`src/rtl/alu_seq_pkg.sv`:
```
// ---------------------------------------------------------------------------
// alu_seq_pkg
//   Shared types and constants for the multi-op ALU sequencer:
//   - state_e       : sequencer states (IDLE, REQ, RD, CALC, WB, DONE)
//   - OP_*          : opcode values (ADDI..SBCI)
//   - REQ_*         : bus_req code values
//   - is_legal_op() : opcode legality, which depends on the optional
//                     carry-chain feature.
//   Configuration macro: ALU_SEQ_CARRY_CHAIN_EN (makes ADCI/SBCI legal).
// ---------------------------------------------------------------------------
package alu_seq_pkg;

  typedef enum logic [2:0] {
    IDLE = 3'd0,
    REQ  = 3'd1,
    RD   = 3'd2,
    CALC = 3'd3,
    WB   = 3'd4,
    DONE = 3'd5
  } state_e;

  localparam logic [3:0] OP_ADDI = 4'd1;
  localparam logic [3:0] OP_SUBI = 4'd2;
  localparam logic [3:0] OP_ANDI = 4'd3;
  localparam logic [3:0] OP_ORI  = 4'd4;
  localparam logic [3:0] OP_XORI = 4'd5;
  localparam logic [3:0] OP_ADCI = 4'd6;
  localparam logic [3:0] OP_SBCI = 4'd7;

  localparam int unsigned REQ_IDLE  = 32'd0;
  localparam int unsigned REQ_READ  = 32'd1;
  localparam int unsigned REQ_ADDR  = 32'd3;
  localparam int unsigned REQ_WRITE = 32'd4;

  // ADCI/SBCI only exist when the carry chain is built in.
  function automatic logic is_legal_op(input logic [3:0] op);
    logic legal;
    case (op)
      OP_ADDI, OP_SUBI, OP_ANDI, OP_ORI, OP_XORI: legal = 1'b1;
`ifdef ALU_SEQ_CARRY_CHAIN_EN
      OP_ADCI, OP_SBCI: legal = 1'b1;
`endif
      default: legal = 1'b0;
    endcase
    return legal;
  endfunction

endpackage

```
`src/rtl/alu_seq_alu.sv`:
```
// ---------------------------------------------------------------------------
// alu_seq_alu
//   Combinational datapath of the sequencer.
//   Ports:
//     a_i      [DATA_W-1:0]  operand A (immediate)
//     b_i      [DATA_W-1:0]  operand B (bus read data)
//     cin_i                  carry flag of the previous op (ADCI/SBCI only)
//     op_i     [3:0]         opcode
//     result_o [DATA_W-1:0]  result modulo 2^DATA_W
//     cout_o                 carry (add) / borrow (subtract); 0 for logic ops
//   Configuration macro: ALU_SEQ_CARRY_CHAIN_EN (adds ADCI/SBCI).
// ---------------------------------------------------------------------------
module alu_seq_alu
  import alu_seq_pkg::*;
#(
  parameter int DATA_W = 4
) (
  input  logic [DATA_W-1:0] a_i,
  input  logic [DATA_W-1:0] b_i,
  input  logic              cin_i,
  input  logic [3:0]        op_i,
  output logic [DATA_W-1:0] result_o,
  output logic              cout_o
);

  // One extra bit holds the carry out, or the borrow of a subtraction.
  logic [DATA_W:0] ext_s;
  logic [DATA_W:0] cin_ext_s;

  assign cin_ext_s = {{DATA_W{1'b0}}, cin_i};

`ifndef ALU_SEQ_CARRY_CHAIN_EN
  logic unused_cin_s;
  assign unused_cin_s = ^cin_ext_s;
`endif

  // Extended-width result per opcode; logic ops leave the top bit clear.
  always_comb begin
    ext_s = '0;
    case (op_i)
      OP_ADDI: ext_s = {1'b0, a_i} + {1'b0, b_i};
      OP_SUBI: ext_s = {1'b0, a_i} - {1'b0, b_i};
      OP_ANDI: ext_s = {1'b0, a_i & b_i};
      OP_ORI:  ext_s = {1'b0, a_i | b_i};
      OP_XORI: ext_s = {1'b0, a_i ^ b_i};
`ifdef ALU_SEQ_CARRY_CHAIN_EN
      OP_ADCI: ext_s = {1'b0, a_i} + {1'b0, b_i} + cin_ext_s;
      OP_SBCI: ext_s = {1'b0, a_i} - {1'b0, b_i} - cin_ext_s;
`endif
      default: ext_s = '0;
    endcase
  end

  assign result_o = ext_s[DATA_W-1:0];
  assign cout_o   = ext_s[DATA_W];

endmodule

```
`src/rtl/alu_seq_core.sv`:
```
// ---------------------------------------------------------------------------
// alu_seq_core
//   Multi-op ALU sequencer. Accepts opcode+immediate, fetches operand B over
//   the shared bus, computes, writes the result back, then pulses done.
//   Ports:
//     clk, rst_n             clock, asynchronous active-low reset
//     op_valid / op_ready    operation handshake (ready only in IDLE)
//     opcode [3:0], imm      operation and operand A, latched at accept
//     bus_req [REQ_W-1:0]    bus phase code (IDLE=0, READ=1, ADDR=3, WRITE=4)
//     bus_rdy                target ready, qualifies every bus phase
//     bus_in                 read data (operand B)
//     bus_out, bus_oe        write data and per-bit output enable (WB only)
//     carry, zero            flags of the last completed op
//     done, err              one-cycle completion pulse, illegal-opcode flag
//   Configuration macro: ALU_SEQ_CARRY_CHAIN_EN (ADCI/SBCI use carry flag).
// ---------------------------------------------------------------------------
module alu_seq_core
  import alu_seq_pkg::*;
#(
  parameter int DATA_W = 4,
  parameter int REQ_W  = 4
) (
  input  logic              clk,
  input  logic              rst_n,
  input  logic              op_valid,
  output logic              op_ready,
  input  logic [3:0]        opcode,
  input  logic [DATA_W-1:0] imm,
  output logic [REQ_W-1:0]  bus_req,
  input  logic              bus_rdy,
  input  logic [DATA_W-1:0] bus_in,
  output logic [DATA_W-1:0] bus_out,
  output logic [DATA_W-1:0] bus_oe,
  output logic              carry,
  output logic              zero,
  output logic              done,
  output logic              err
);

  state_e              state_q, state_d;
  logic [3:0]          op_q;
  logic [DATA_W-1:0]   a_q, b_q;
  logic                carry_q, carry_d;
  logic                zero_q, zero_d;
  logic                op_ready_q, op_ready_d;
  logic [REQ_W-1:0]    bus_req_q, bus_req_d;
  logic [DATA_W-1:0]   bus_out_q, bus_out_d;
  logic [DATA_W-1:0]   bus_oe_q, bus_oe_d;
  logic                done_q, done_d;
  logic                err_q, err_d;

  logic                accept_s;
  logic [DATA_W-1:0]   alu_res_s;
  logic                alu_cout_s;

  assign accept_s = op_valid & op_ready_q;

  alu_seq_alu #(
    .DATA_W (DATA_W)
  ) u_alu (
    .a_i      (a_q),
    .b_i      (b_q),
    .cin_i    (carry_q),
    .op_i     (op_q),
    .result_o (alu_res_s),
    .cout_o   (alu_cout_s)
  );

  // Next-state logic; bus phases hold until bus_rdy.
  always_comb begin
    state_d = state_q;
    case (state_q)
      IDLE: begin
        if (accept_s) begin
          state_d = is_legal_op(opcode) ? REQ : DONE;
        end else begin
          state_d = IDLE;
        end
      end
      REQ:     state_d = bus_rdy ? RD : REQ;
      RD:      state_d = bus_rdy ? CALC : RD;
      CALC:    state_d = WB;
      WB:      state_d = bus_rdy ? DONE : WB;
      DONE:    state_d = IDLE;
      default: state_d = IDLE;
    endcase
  end

  // Outputs are decoded from the next state so they register in step with it.
  always_comb begin
    bus_req_d  = REQ_W'(REQ_IDLE);
    op_ready_d = (state_d == IDLE);
    done_d     = (state_d == DONE);
    // Only the IDLE->DONE shortcut reaches DONE without a legal opcode.
    err_d      = (state_d == DONE) && (state_q == IDLE);
    bus_oe_d   = (state_d == WB) ? {DATA_W{1'b1}} : {DATA_W{1'b0}};
    case (state_d)
      REQ:     bus_req_d = REQ_W'(REQ_ADDR);
      RD:      bus_req_d = REQ_W'(REQ_READ);
      WB:      bus_req_d = REQ_W'(REQ_WRITE);
      default: bus_req_d = REQ_W'(REQ_IDLE);
    endcase
    if (state_d == WB) begin
      // Entering WB from CALC loads the result; WB stalls keep it.
      bus_out_d = (state_q == CALC) ? alu_res_s : bus_out_q;
    end else begin
      bus_out_d = '0;
    end
    if (state_q == CALC) begin
      carry_d = alu_cout_s;
      zero_d  = (alu_res_s == '0);
    end else begin
      carry_d = carry_q;
      zero_d  = zero_q;
    end
  end

  // State, operand latches, flags and registered outputs.
  always_ff @(posedge clk or negedge rst_n) begin
    if (!rst_n) begin
      state_q    <= IDLE;
      op_q       <= 4'd0;
      a_q        <= '0;
      b_q        <= '0;
      carry_q    <= 1'b0;
      zero_q     <= 1'b0;
      op_ready_q <= 1'b1;
      bus_req_q  <= '0;
      bus_out_q  <= '0;
      bus_oe_q   <= '0;
      done_q     <= 1'b0;
      err_q      <= 1'b0;
    end else begin
      state_q    <= state_d;
      carry_q    <= carry_d;
      zero_q     <= zero_d;
      op_ready_q <= op_ready_d;
      bus_req_q  <= bus_req_d;
      bus_out_q  <= bus_out_d;
      bus_oe_q   <= bus_oe_d;
      done_q     <= done_d;
      err_q      <= err_d;
      if (accept_s) begin
        op_q <= opcode;
        a_q  <= imm;
      end else begin
        op_q <= op_q;
        a_q  <= a_q;
      end
      if ((state_q == RD) && bus_rdy) begin
        b_q <= bus_in;
      end else begin
        b_q <= b_q;
      end
    end
  end

  assign op_ready = op_ready_q;
  assign bus_req  = bus_req_q;
  assign bus_out  = bus_out_q;
  assign bus_oe   = bus_oe_q;
  assign carry    = carry_q;
  assign zero     = zero_q;
  assign done     = done_q;
  assign err      = err_q;

endmodule

```
`config.mk`:
```
export PLATFORM = sky130hd
export DESIGN_NAME = alu_seq_core
export DESIGN_NICKNAME = d
export VERILOG_FILES = /design/src/rtl/alu_seq_pkg.sv /design/src/rtl/alu_seq_alu.sv /design/src/rtl/alu_seq_core.sv
export SDC_FILE = /design/constraint.sdc
export NUM_CORES = 1
export LEC_CHECK = 0
export ABC_AREA = 0
export CORE_AREA = 5 5 62 64
export DETAILED_ROUTE_END_ITERATION = 8
export DIE_AREA = 0 0 67 69
export PLACE_DENSITY = 0.82
export SLEW_MARGIN = 30
export SYNTH_ARGS = -nofsm -noshare
export SYNTH_HDL_FRONTEND = slang
export SYNTH_HIERARCHICAL = 1
export SYNTH_SLANG_ARGS = --single-unit
export TNS_END_PERCENT = 50
```
`constraint.sdc`:
```
create_clock -name clk -period 7.46 [get_ports clk]
set_input_delay 2.238 -clock clk [delete_from_list [all_inputs] [get_ports clk]]
set_output_delay 2.238 -clock clk [all_outputs]
set_load 0.1 [all_outputs]
```
# Yosys cells after proc, flatten, opt, wreduce, memory -nomap -nowiden
# Cells that the tools add are included.
# op_classes
add_sub_neg,2
mux,14
n_reduce_logical,6
n_eq_ne,19
bitwise_logic,4
# op_table
op,count
case mux 5 bit (5 select lines),1
"equality test 4 x 2 -> 1 bit, second input constant",4
"equality test 4 x 3 -> 1 bit, second input constant",4
case mux 3 bit (5 select lines),1
2-to-1 mux 4 bit,3
"equality test 3 x 2 -> 1 bit, second input constant",3
"equality test 3 bit, second input constant",3
case mux 3 bit (3 select lines),1
"equality test 4 x 1 -> 1 bit, second input constant",2
"equality test 3 x 1 -> 1 bit, second input constant",2
logical NOT 3 bit,2
2-to-1 mux 3 bit,2
adder 4 x 4 -> 5 bit,1
2-to-1 mux 1 bit,5
OR reduction 5 bit,1
subtractor 4 x 4 -> 5 bit,1
AND 4 bit,1
logical NOT 4 bit,1
OR 4 bit,1
bitwise XOR 4 bit,1
logical AND 1 bit,2
2-to-1 mux 2 bit,1
"inequality test 2 x 1 -> 1 bit, second input constant",1
AND 1 bit,1
# word_totals
out_inout_bits,17
in_bits,16
word_cells,57
reg_bits,32

# Logic depth before layout (Yosys ltp)
# logic_depth
depth_word,10
mapped_depth,11
mapped_depth_nobuf,11

# By module
# The synthesis kept the hierarchy.
# modules_own_cells
mod,seq_area_each_um2,area_per_inst_um2,cells_per_inst,n_inst
alu_seq_core,701.9,1206.2,95,1
alu_seq_alu,0.0,506.7,64,1

# Worst setup path after synthesis
# OpenSTA, ideal clock, no wires.
# synth_timing
kind,register to output
start,register bus_oe[2] (netlist name)
end,output port bus_oe[1]
required_time_ns,5.222
stages_incl_launch_ff,2
setup_slack_ns,3.865
arrival_ns,1.357
n_path_buf,1
path_cell_list,dfrtp_1 -> buf_4
# synth_rtl
item,line,rtl
to (decl),alu_seq_core.sv:33,"output logic [DATA_W-1:0] bus_oe,"

# Worst setup path after layout
# layout_timing
start,register op_ready_q (netlist: op_ready)
end,output port op_ready
# layout_rtl
item,line,rtl
from (decl),alu_seq_core.sv:45,"logic op_ready_q, op_ready_d;"
from (signal assigned),alu_seq_core.sv:137,op_ready_q <= op_ready_d;
to (decl),alu_seq_core.sv:26,"output logic op_ready,"
# No word-level cell between the ends.

==> impl_summary.log <==
[metrics] y dimension of the die: approximately 70 um
[metrics] number of maximum-capacitance constraint violations: 0
[metrics] layout net count: ~220
[metrics] setup TNS: 0 ns
[metrics] Pins Over Slew Limit: 0
[metrics] final core utilization: between 60% and 70%
[metrics] count of cell types in the netlist: 47
[metrics] largest net degree at the start of global routing: 29
[metrics] count of hold-fix buffers inserted at cts: 0
[metrics] worst-case hold slack: 0.496 ns
[metrics] kind of launch point of the worst setup path: flop
[metrics] endpoint kind of the worst setup timing path: output port
[metrics] drt initial violations: 45
[metrics] slowest stage delay, CP: approximately 1.1 ns
[metrics] post-cts sizing count: 0
[metrics] Die Span X: 67 um
[metrics] maximum clock frequency: 234 MHz
[metrics] number of buffers and inverters on the critical path: 1
[metrics] per-cell via count in the routed design: between 5 and 6
[metrics] insertion delay of the later-clocked pin in the worst-skew pair: 0.34 ns
[metrics] number of setup buffers added after CTS: 0
[metrics] dominant delay contributor by cell family on the critical path: buffers and inverters
[metrics] area enclosed by the die boundary: 4620 um^2
[metrics] final worst path period share: a little under three fifths
[metrics] number of sinks driven by the clock tree: 28
[metrics] Area Growth Syn to Fin: 21.1%
[metrics] CTS root buf: sky130_fd_sc_hd__clkbuf_4
[metrics] placer congestion estimate: 0.913
[metrics] Num CTS Buffers: 3
[metrics] IO Port Bufs: 31
[metrics] average wire length per cell after detail routing: 15.2 um
[metrics] critical path fanouts, max: 2
[metrics] Post-Syn Nets: ~190
[metrics] slowest stage cell, crit path: sky130_fd_sc_hd__clkdlybuf4s50_1
[metrics] Routed Antenna Nets: 0
[metrics] wire length of the first global-routing pass: just under 6000 um
[metrics] setup repair after global routing missed its margin: no
[metrics] Worst-Margin Slew: 0.982 ns
[metrics] number of design rule violations left after detail routing: 0
[metrics] design area: roughly 2100 um^2
[metrics] Mapped Area: between 1500 and 2000 um^2
[metrics] Row Count: 21
[metrics] Std-Cell Core Area: around 3200 um^2
[metrics] cells along the critical path: clkdlybuf4s50_1
[metrics] overall routed net length: 3520 um
[metrics] initial antenna violation count: 0
[metrics] HP Class: reg2reg
[metrics] initial core utilization: a little over half
[metrics] number of placed I/O pins: 33
[metrics] Overflow after GRT: 0
[metrics] vias in the first global route: 1291
[metrics] Final setup violation count: 0
[metrics] detailed-route via count: 1264
[metrics] worst slew slack as a fraction of its limit: between 30% and 40%
[metrics] Worst EP required: ~5.2 ns
[metrics] total track usage: 16.4%
[metrics] Mapped Cells: about 160
[metrics] data arrival time of the worst path: between 2 and 2.5 ns
[metrics] average cell area after synthesis: about 11 um^2
[metrics] TritonCTS clock tree: yes
[metrics] count of TritonRoute iterations in the first routing pass: 4
[metrics] part of the Yosys area used for sequential elements: between 40% and 50%
[metrics] Clock Skews: approximately 0.015 ns
[metrics] fraction of layout cells with a size suffix above 1: 16.1%
[metrics] Max Root-Sink Buffers: 2
[metrics] outcome: finished, final reports clean
[metrics] Yosys Warn Count: 6
[metrics] H-tree lvl count: 1
[metrics] Final Hold Fails: 0
[metrics] Setup CP Type: reg2out
[metrics] Clock Pin Slew Worst Setup and Hold Paths: 0.16 ns
[metrics] Synth Register Bits: 28
[metrics] Post-DP HPWL: ~2800 um
[metrics] Post-Place Cell Area: 2020 um^2
[metrics] number of diodes: 0
[metrics] Final Critical Period: approximately 4.3 ns
## placed cells by master, fill, tap and decap left out, drive strengths merged, types with 2 or more instances in the layout
master and count:
a21oi 9, a31oi 2, mux2 13, inv 11, nand2b 6, o31a 2
nand3b 2, mux2i 5, or3 2, a22oi 2, o21ai 8, ha 13
nor2 13, clkbuf 3, clkdlybuf4s50 31, nand2 7, dfrtp 27, nor3 3
xnor2 5, o22ai 2
## synthesized netlist by cell type (all sizes together)
| library cell | instances | share of area, % |
|---|---|---|
| dfrtp | 27 | 39 |
| ha | 13 | 9.5 |
| mux2 | 13 | 8.5 |
| nor2 | 13 | 3.0 |
| inv | 11 | 2.4 |
| a21oi | 9 | 2.6 |
| buf | 8 | 3.7 |
| o21ai | 8 | 2.6 |
| nand2 | 7 | 1.5 |
| nand2b | 6 | 2.3 |
| mux2i | 5 | 2.9 |
| xnor2 | 5 | 2.6 |
| nor3 | 3 | 0.88 |
| a22oi | 2 | 0.88 |
| a31oi | 2 | 1.1 |
| nand3b | 2 | 0.88 |
| o22ai | 2 | 1.1 |
| o31a | 2 | 1.0 |
| or3 | 2 | 1.0 |
| a21bo | 1 | 0.58 |
| a21o | 1 | 0.44 |
| a2bb2oi | 1 | 0.51 |
| clkbuf | 1 | 0.22 |
| conb | 1 | 0.22 |
| dfstp | 1 | 1.5 |
| fa | 1 | 1.2 |
| nor3b | 1 | 0.73 |
| nor4b | 1 | 1.4 |
| o21a | 1 | 0.44 |
| o311ai | 1 | 0.51 |
| o31ai | 1 | 0.44 |
| o32a | 1 | 0.58 |
| o41ai | 1 | 0.51 |
| or2 | 1 | 0.51 |
| or3b | 1 | 0.51 |
| or4 | 1 | 0.44 |
| or4b | 1 | 0.80 |
| xor2 | 1 | 0.51 |
## cells by family after synthesis
kind of cell / count (synthesis) / share of synthesized area [%]
DFF: 28 / 41.0
AOI/OAI and AO/OA: 33 / 13.3
other: 1 / 0.219
adders and majority gates: 14 / 10.7
muxes: 18 / 11.5
xor gates and xnor gates: 6 / 3.07
buffers and inverters: 20 / 6.28
and+or+nand+nor: 39 / 14.0
## state kept, by name, summed over array words and instances (netlist names), 3 cells and up
| name | count |
|---|---|
| bus_req | 3 |
| a_q | 4 |
| op_q | 4 |
| b_q | 4 |
| bus_out | 4 |
| state_q | 3 |
## area by class of cell
cell class / count / area (um^2)
Timing Repair Buffer: 32 / 318
Tap cell: 46 / 57.6
Clock inverter: 1 / 30.0
Fill cell: 266 / 1160
Multi-Input combinational cell: 111 / 903
Sequential cell: 28 / 702
Clock buffer: 3 / 22.5
Inverter: 11 / 41.3
## metal layers
layer	track usage (%)	share of wire (%)
met4	7.43	1.8
met5	0	0
met3	2.92	4.3
met1	20.2	43
met2	27.2	51
## worst paths after layout
| kind | start | to | slack (ns) | cells after the start |
|---|---|---|---|---|
| worst max-delay path | op_ready | op_ready | 3.19 | 1 |
| worst min-delay path | zero | zero | 0.50 | 2 |
| worst max register to register | op_q[0] | zero | 4.65 | 7 |
| worst min register to register | zero | zero | 0.50 | 2 |
| max in group asynchronous | rst_n | op_ready | 4.91 | 2 |
| min in group asynchronous | rst_n | bus_out[2] | 2.25 | 2 |
## through the flow
| stage | setup WS (ns) | instances |
|---|---|---|
| final | 3.19 | 232 |
| after global routing | 3.13 | 232 |
| after CTS | 3.17 | 232 |
| after detailed placement | 3.58 | 228 |
| after global placement | 3.59 | 228 |
| after floorplan | 3.86 | 159 |
Power is not shown: default switching activity piles up to over one toggle a cycle in this logic, so the estimate is an artifact.
